`src/rtl/output_drain_controller_pkg.sv`:
```
`default_nettype none
// ============================================================================
//  output_drain_controller_pkg
//  Shared state encoding, read-latency constants and lane-index sizing.
//  Revision: 1.0
// ============================================================================
package output_drain_controller_pkg;

  typedef enum logic [2:0] {
    ST_IDLE    = 3'd0,
    ST_ISSUE   = 3'd1,
    ST_WAIT    = 3'd2,
    ST_CAPTURE = 3'd3,
    ST_STREAM  = 3'd4,
    ST_DONE    = 3'd5
  } state_t;

  localparam int LAT_TRANSCONV = 1;
  localparam int LAT_1DCONV    = 2;
  localparam int WAIT_W        = 2;

  function automatic int lane_idx_width(input int num_brams);
    return (num_brams > 1) ? $clog2(num_brams) : 1;
  endfunction

endpackage
`default_nettype wire

```
`src/rtl/output_drain_controller_row_serializer.sv`:
```
`default_nettype none
// ============================================================================
//  output_drain_controller_row_serializer
//  Holds one captured row and emits it lane by lane on a valid/ready stream.
//  Revision: 1.0
// ============================================================================
module output_drain_controller_row_serializer
  import output_drain_controller_pkg::*;
#(
  parameter int DW        = 16,
  parameter int NUM_BRAMS = 16
) (
  input  logic                    clk,
  input  logic                    rst_n,
  input  logic                    i_load,
  input  logic                    i_last_row,
  input  logic                    i_enable,
  input  logic [NUM_BRAMS*DW-1:0] i_row_data_flat,
  input  logic                    i_tready,
  output logic [DW-1:0]           o_tdata,
  output logic                    o_tvalid,
  output logic                    o_tlast,
  output logic                    o_row_done
);

  localparam int c_lane_w = lane_idx_width(NUM_BRAMS);
  localparam logic [c_lane_w-1:0] c_last_lane = c_lane_w'(NUM_BRAMS - 1);

  logic [DW-1:0]       r_rowbuf [NUM_BRAMS];
  logic [c_lane_w-1:0] r_lane;
  logic                r_last_row;
  logic                w_last_lane;
  logic                w_accept;

  assign w_last_lane = (r_lane == c_last_lane);
  assign w_accept    = i_enable && i_tready;

  // Lane only advances on acceptance, so data and last stay frozen across stalls
  always_ff @(posedge clk) begin
    if (!rst_n) begin
      for (int i = 0; i < NUM_BRAMS; i++) r_rowbuf[i] <= '0;
      r_lane     <= '0;
      r_last_row <= 1'b0;
    end else if (i_load) begin
      for (int i = 0; i < NUM_BRAMS; i++) r_rowbuf[i] <= i_row_data_flat[i*DW +: DW];
      r_lane     <= '0;
      r_last_row <= i_last_row;
    end else if (w_accept) begin
      r_lane <= w_last_lane ? '0 : r_lane + c_lane_w'(1);
    end
  end

  assign o_tvalid   = i_enable;
  assign o_tdata    = i_enable ? r_rowbuf[r_lane] : '0;
  assign o_tlast    = i_enable && r_last_row && w_last_lane;
  assign o_row_done = w_accept && w_last_lane;

endmodule
`default_nettype wire

```
`src/rtl/output_drain_controller.sv`:
```
`default_nettype none
// ============================================================================
//  output_drain_controller
//  Walks the output BRAM rows in external-read mode and streams them out.
//  Revision: 1.0
// ============================================================================
module output_drain_controller
  import output_drain_controller_pkg::*;
#(
  parameter int DW         = 16,
  parameter int NUM_BRAMS  = 16,
  parameter int ADDR_WIDTH = 10
) (
  input  logic                            clk,
  input  logic                            rst_n,
  input  logic                            start,
  input  logic                            conv_mode,
  input  logic [ADDR_WIDTH-1:0]           base_addr,
  input  logic [ADDR_WIDTH:0]             num_rows,
  output logic                            ext_read_mode,
  output logic [NUM_BRAMS*ADDR_WIDTH-1:0] ext_read_addr_flat,
  output logic                            conv_output_bram_dest,
  input  logic [NUM_BRAMS*DW-1:0]         bram_read_data_flat,
  output logic [DW-1:0]                   m_tdata,
  output logic                            m_tvalid,
  input  logic                            m_tready,
  output logic                            m_tlast,
  output logic                            busy,
  output logic                            done
);

  state_t                r_state;
  state_t                w_state_next;
  logic                  r_mode;
  logic [ADDR_WIDTH-1:0] r_base;
  logic [ADDR_WIDTH:0]   r_num_rows;
  logic [ADDR_WIDTH:0]   r_row;
  logic [WAIT_W-1:0]     r_wait;

  logic                  w_active;
  logic                  w_done;
  logic                  w_load;
  logic                  w_row_done;
  logic                  w_last_row;
  logic [WAIT_W-1:0]     w_latency;
  logic [ADDR_WIDTH-1:0] w_addr;

  assign w_last_row = (r_row == r_num_rows - (ADDR_WIDTH+1)'(1));
  assign w_latency  = r_mode ? WAIT_W'(LAT_TRANSCONV) : WAIT_W'(LAT_1DCONV);

  always_comb begin
    w_state_next = r_state;
    w_active     = 1'b0;
    w_done       = 1'b0;
    w_load       = 1'b0;
    case (r_state)
      ST_IDLE: begin
        if (start) w_state_next = (num_rows != '0) ? ST_ISSUE : ST_DONE;
      end
      ST_ISSUE: begin
        w_active     = 1'b1;
        w_state_next = ST_WAIT;
      end
      ST_WAIT: begin
        w_active = 1'b1;
        // Row buffer loads on the edge L+1 cycles after the address appeared
        if (r_wait == WAIT_W'(1)) begin
          w_load       = 1'b1;
          w_state_next = ST_CAPTURE;
        end
      end
      ST_CAPTURE: begin
        w_active     = 1'b1;
        w_state_next = ST_STREAM;
      end
      ST_STREAM: begin
        w_active = 1'b1;
        if (w_row_done) w_state_next = w_last_row ? ST_DONE : ST_ISSUE;
      end
      ST_DONE: begin
        w_done       = 1'b1;
        w_state_next = ST_IDLE;
      end
      default: w_state_next = ST_IDLE;
    endcase
  end

  always_ff @(posedge clk) begin
    if (!rst_n) begin
      r_state    <= ST_IDLE;
      r_mode     <= 1'b0;
      r_base     <= '0;
      r_num_rows <= '0;
      r_row      <= '0;
      r_wait     <= '0;
    end else begin
      r_state <= w_state_next;
      if (r_state == ST_IDLE && start) begin
        r_mode     <= conv_mode;
        r_base     <= base_addr;
        r_num_rows <= num_rows;
        r_row      <= '0;
      end
      if (r_state == ST_ISSUE) begin
        r_wait <= w_latency;
      end else if (r_state == ST_WAIT && r_wait != WAIT_W'(1)) begin
        r_wait <= r_wait - WAIT_W'(1);
      end
      if (r_state == ST_STREAM && w_row_done) r_row <= r_row + (ADDR_WIDTH+1)'(1);
    end
  end

  // Address wraps naturally at the top of the BRAM
  assign w_addr = w_active ? (r_base + r_row[ADDR_WIDTH-1:0]) : '0;

  for (genvar g = 0; g < NUM_BRAMS; g++) begin : g_lane_addr
    assign ext_read_addr_flat[g*ADDR_WIDTH +: ADDR_WIDTH] = w_addr;
  end

  assign ext_read_mode         = w_active;
  assign conv_output_bram_dest = w_active;
  assign busy                  = w_active;
  assign done                  = w_done;

  output_drain_controller_row_serializer #(
    .DW        (DW),
    .NUM_BRAMS (NUM_BRAMS)
  ) u_row_serializer (
    .clk             (clk),
    .rst_n           (rst_n),
    .i_load          (w_load),
    .i_last_row      (w_last_row),
    .i_enable        (r_state == ST_STREAM),
    .i_row_data_flat (bram_read_data_flat),
    .i_tready        (m_tready),
    .o_tdata         (m_tdata),
    .o_tvalid        (m_tvalid),
    .o_tlast         (m_tlast),
    .o_row_done      (w_row_done)
  );

endmodule
`default_nettype wire

```
`config.mk`:
```
export PLATFORM = sky130hd
export DESIGN_NAME = output_drain_controller
export DESIGN_NICKNAME = d
export VERILOG_FILES = /design/src/rtl/output_drain_controller_pkg.sv /design/src/rtl/output_drain_controller_row_serializer.sv /design/src/rtl/output_drain_controller.sv
export SDC_FILE = /design/constraint.sdc
export NUM_CORES = 1
export LEC_CHECK = 0
export ABC_AREA = 1
export BUFFER_PORTS_ARGS = -buffer_cell sky130_fd_sc_hd__buf_2
export CORE_AREA = 10 10 198 200
export DETAILED_ROUTE_END_ITERATION = 10
export DIE_AREA = 0 0 208 210
export GPL_ROUTABILITY_DRIVEN = 0
export PLACE_DENSITY = 0.77
export SLEW_MARGIN = 20
export SYNTH_ARGS = -nofsm -noshare
export SYNTH_HDL_FRONTEND = slang
export SYNTH_HIERARCHICAL = 1
export SYNTH_SLANG_ARGS = --single-unit
```
`constraint.sdc`:
```
create_clock -name clk -period 7.3 [get_ports clk]
set_input_delay 1.095 -clock clk [delete_from_list [all_inputs] [get_ports clk]]
set_output_delay 1.095 -clock clk [all_outputs]
set_load 0.005 [all_outputs]
```
## Yosys cells after proc, flatten, opt, wreduce, memory -nomap -nowiden

Memory sizes are Yosys's and may differ from the RTL's. A register that Yosys moved wholly into a read port is not among the register bits.
Cells that the tools add are included.

| storage, ports and cells | value |
|---|---|
| flip-flop bits (word level) | 43 |
| memory bits (writable) | 256 |
| bits of input ports | 282 |
| output and inout bits | 182 |
| logic and storage cells | 97 |
| memories | 1 |

| operators by class | value |
|---|---|
| add/sub/neg operators | 5 |
| eq/ne operators | 12 |
| multiplexer cells | 40 |
| bitwise logic cells | 17 |
| reductions and logical operators | 14 |

Memories:

| memory | depth | bits a word | rd ports | clocked after memory_dff | wr ports | line | source |
|---|---|---|---|---|---|---|---|
| u_row_serializer.r_rowbuf | 16 | 16 | 1 | 1 | 16 | output_drain_controller_row_serializer.sv:29 | `logic [DW-1:0] r_rowbuf [NUM_BRAMS];` |

Operators by type and width:

| cell | number |
|---|---|
| 16-bit 2-to-1 mux | 17 |
| 11-bit 2-to-1 mux | 2 |
| 1-bit OR | 16 |
| 3-bit 2-to-1 mux | 5 |
| 3-bit case mux with 5 select lines | 1 |
| 4-bit 2-to-1 mux | 3 |
| 11-bit by 1-bit adder with 11-bit output (second input constant) | 1 |
| 11-bit == test | 1 |
| 11-bit nonzero test | 1 |
| 11-bit by 1-bit subtractor with 11-bit output (second input constant) | 1 |
| 10-bit adder | 1 |
| 10-bit 2-to-1 mux | 1 |
| 1-bit 2-to-1 mux | 8 |
| 1-bit logical AND | 7 |
| 3-bit by 2-bit == test with 1-bit output (second input constant) | 2 |
| 3-bit == test (second input constant) | 2 |
| 2-bit 2-to-1 mux | 3 |
| 2-bit inequality test (second input constant) | 3 |
| 4-bit by 1-bit adder with 4-bit output (second input constant) | 1 |
| 4-bit == test (second input constant) | 1 |
| 2-bit nonzero test | 2 |
| 4-bit OR reduction | 1 |
| 3-bit by 1-bit == test with 1-bit output (second input constant) | 1 |
| 3-bit logical NOT | 1 |
| other kinds (6) | 6 |

## Depth between registers and ports, before layout

| depth | value |
|---|---|
| word-level depth | 7 |
| depth in mapped cells | 14 |
| mapped depth without buffers | 14 |

## Cells and area by module

Netlist, hierarchy kept.

Modules (own cells, without submodules):

| module | instances | cells each | area each (sq um) | seq. area each (sq um) |
|---|---|---|---|---|
| output_drain_controller_row_serializer | 1 | 1579 | 13155.1 | 7867.5 |
| output_drain_controller | 1 | 530 | 3577.2 | 760.7 |

## Least setup slack after synthesis

Ideal clock, no wire load.

| timing path | value |
|---|---|
| path kind | input to register |
| from | in rst_n |
| to | mem u_row_serializer.r_rowbuf[0][0], enable pin |
| setup time | 0.608 ns |
| data arrival time | 6.312 ns |
| path slack | 0.380 ns |
| stages | 4 |
| buffers on the path | 1 |
| path through | buf_2 inv_1 nor2_1 inv_1 |

RTL lines:

| item | line | source |
|---|---|---|
| start, declared | output_drain_controller.sv:15 | `input logic rst_n,` |
| end, declared | output_drain_controller_row_serializer.sv:29 |  |

==> impl_metrics.tcl <==
set metrics [dict create \
    period_minus_slack_ps 4484 \
    fmax_ghz 0.2230 \
    finalHoldViolCount 0 \
    area.sequential_um2 8633 \
    p_switching_mw 1.151 \
    cts_setup_buffers 0 \
    grt_pass1_vias 14340 \
    fin_crit_sh 0.6142 \
    overflow 0 \
    required_ps 6200 \
    dieWidth_um 208 \
    dieArea_um2 43680 \
    yosys_warnings 6 \
    start_kind "flop" \
    finalMaxSlewViolations 0 \
    synthDistinctLibCells 39 \
    initial_utilization 0.4750 \
    fp-row-count 69 \
    status "finished clean" \
    drt_first_pass_iters 6 \
    cts_sinks 303 \
    clkTransAtPathRegs_ps 60 \
    cts-root-buf "clkbuf_16" \
    grt_usage 0.2279 \
    fp.coreArea_um2 35220 \
    setup_viol 0 \
    final_antenna_net_count 0 \
    drc 0 \
    postSynthAreaPerCell_um2 7.934 \
    synth_seq_area_share 0.5157 \
    area_growth_pct 15.01 \
    syn-cell-area_um2 16730 \
    worst_slew_pin_slew_ps 1115 \
    p_clk_frac 0.383 \
    dpl.hpwl_mm 38.86 \
    cp_data_arrival_time_ps 3390 \
    first_iter_violations 1608 \
    grt_pass1_wl_mm 79.32 \
    p_seq_frac 0.472 \
    boundaryPins 464 \
    rsz0062_at_grt "no" \
    final_cell_area_um2 19240 \
    place_area_um2 18130 \
    cts_hold_buf 0 \
    drv_cap 0 \
    clk_latency_ps 520 \
    power.share.combinational 0.145 \
    power.density_nw_per_um2 227.8 \
    synth_seq_cells 303 \
    drive_gt1_frac 0.2246 \
    wire_per_inst_um 18.38 \
    clockBufferDepth 3 \
    cp-end-kind "output pin" \
    crit_type "reg2out" \
    p_leak_nw 10.46 \
    ir_drop_uv 188.2 \
    cts_resized 0 \
    switching_share 0.2626 \
    p_int_mw 3.233 \
    num_vias 14340 \
    multi_input_area_um2 4865 \
    numPortBuffers 463 \
    cts_tree "done" \
    hold_class "reg2reg" \
    relSlewSlack 0.2564 \
    nFillCells 3182 \
    grt_max_degree 165 \
    die_h_um 210 \
    final-instance-count-excl-fill 2865 \
    postSynthCellCount 2109 \
    wl_mm 52.67 \
    via_per_inst 5.006 \
    final_util 0.5463 \
    fin_skew_ps 23.79 \
    cp_max_fo 99 \
    place_inst 2799 \
    finalSetupTns_ps 0 \
    syn_nets 2405 \
    fin_nets 2670 \
    hold_slack_ps 466.8 \
    cts.htree.levels 2 \
    cts_made_buffers 34 \
    antenna_found_initial 6 \
]
critical path: stages, from the launching register on:
cell     delay [ps]
dfxtp_4         530
inv_4           340
buf_4           900
nand2_1         140
nand2_1         110
nand2_1          80
nand3_1         150
nand3_1          90
a21oi_1         270
buf_2           190
through the flow:
stage	worst slack (ps)	total power [mW]
final	2816	4.384
after global routing	2593	4.560
after CTS	2819	4.400
after detailed placement	3365	2.734
after global placement	3420	2.716
after floorplan	379.7	2.567
worst paths after layout:
| check | startpoint | to | slack [ps] | cells past startpoint |
|---|---|---|---|---|
| hold reg to reg | r_mode | r_mode | 470 | 2 |
| hold / removal | r_mode | r_mode | 470 | 2 |
| setup / recovery | flop | m_tdata[7] | 2820 | 9 |
| setup reg to reg | r_state[1] | u_row_serializer/r_rowbuf[6][3] | 4080 | 7 |
logic make-up (layout without fill, tap and decap cells):
family | after synthesis | in the layout | synth area share
AND/OR/NAND/NOR | 996 | 996 | 0.2421
buffers and inverters | 684 | 975 | 0.1940
flip-flops | 303 | 303 | 0.5157
AO/OA/AOI/OAI | 108 | 108 | 0.03515
adder cells (fa/ha/maj) | 14 | 14 | 0.01092
XOR/XNOR | 4 | 4 | 0.002094
other | 0 | 4 | 0
routing by layer:
| metal | global-route usage | wire length (um) |
|---|---|---|
| met3 | 0.05544 | 5201 |
| met5 | 0 | 25 |
| met4 | 0.1054 | 2356 |
| met1 | 0.2768 | 20200 |
| met2 | 0.3776 | 24880 |
flip-flops by register name, summed over array words and instances, names as in the netlist, named ones only:
signal,flops
r_wait,2
r_num_rows,11
r_row,11
u_row_serializer/r_rowbuf,256
u_row_serializer/r_last_row,1
r_state,3
u_row_serializer/r_lane,4
r_mode,1
r_base,10
power by group through the flow:
stage          Combinational [mW]  Clock, mW  Sequential (mW)
2_1_floorplan               0.462          0             2.11
3_3_place_gp                0.616          0             2.10
3_5_place_dp                0.630          0             2.10
4_1_cts                     0.635       1.70             2.07
5_1_grt                     0.712       1.77             2.08
6_report                    0.637       1.68             2.07
placed cells by master, fill, tap and decap left out, types with 2 or more instances in the layout:
cell type	Yosys	routed
inv_1	433	432
bufinv_16	0	3
clkbuf_16	0	35
a21o_1	2	2
xnor2_1	2	2
dfxtp_1	47	45
a31oi_1	2	2
clkinvlp_4	0	2
o21ai_1	2	2
a211oi_1	5	5
xor2_1	2	2
ha_1	13	13
clkbuf_1	27	7
nand3_1	192	192
nand3b_1	2	2
inv_2	6	5
or2_2	2	2
clkinv_8	0	3
edfxtp_1	256	256
buf_4	162	9
nand2_2	2	2
o21ai_0	26	26
diode_2	0	4
buf_2	45	462
a21oi_1	63	63
nor2_1	200	200
nand2_1	575	574
nand4_1	5	5
nor2_2	4	4
clkinv_1	2	11
nor4_1	2	2
a221oi_1	3	3
clkinv_2	0	3
nor3_1	9	9
synthesized netlist by cell type (all sizes together):
cell type	n	area, um2
a211oi	5	37.54
a21o	2	15.01
a21oi	64	324.1
a221oi	3	26.28
a22oi	1	7.510
a311oi	1	8.760
a31oi	2	12.51
a41oi	1	8.760
and3	1	6.260
buf	216	1490
clkbuf	27	101.4
clkinv	2	7.510
dfxtp	47	940.9
edfxtp	256	7687
fa	1	20.02
ha	13	162.7
inv	439	1648
nand2	577	2171
nand3	193	970.9
nand3b	2	15.01
nand4	5	31.28
nor2	205	787.0
nor3	9	45.04
nor4	2	12.51
o21ai	28	140.1
o31ai	1	7.510
or2	2	12.51
xnor2	2	17.52
xor2	2	17.52
cell type report:
cell class / instances / share of cell area
clock inverter: 20 / 0.01014
antenna: 4 / 0.0005202
clock buffer: 42 / 0.04688
inverter: 441 / 0.08680
timing repair buffer: 472 / 0.1243
multi-input combinational: 1122 / 0.2528
sequential: 303 / 0.4486
tap: 461 / 0.02997
Power figures use the tool's default switching activity.
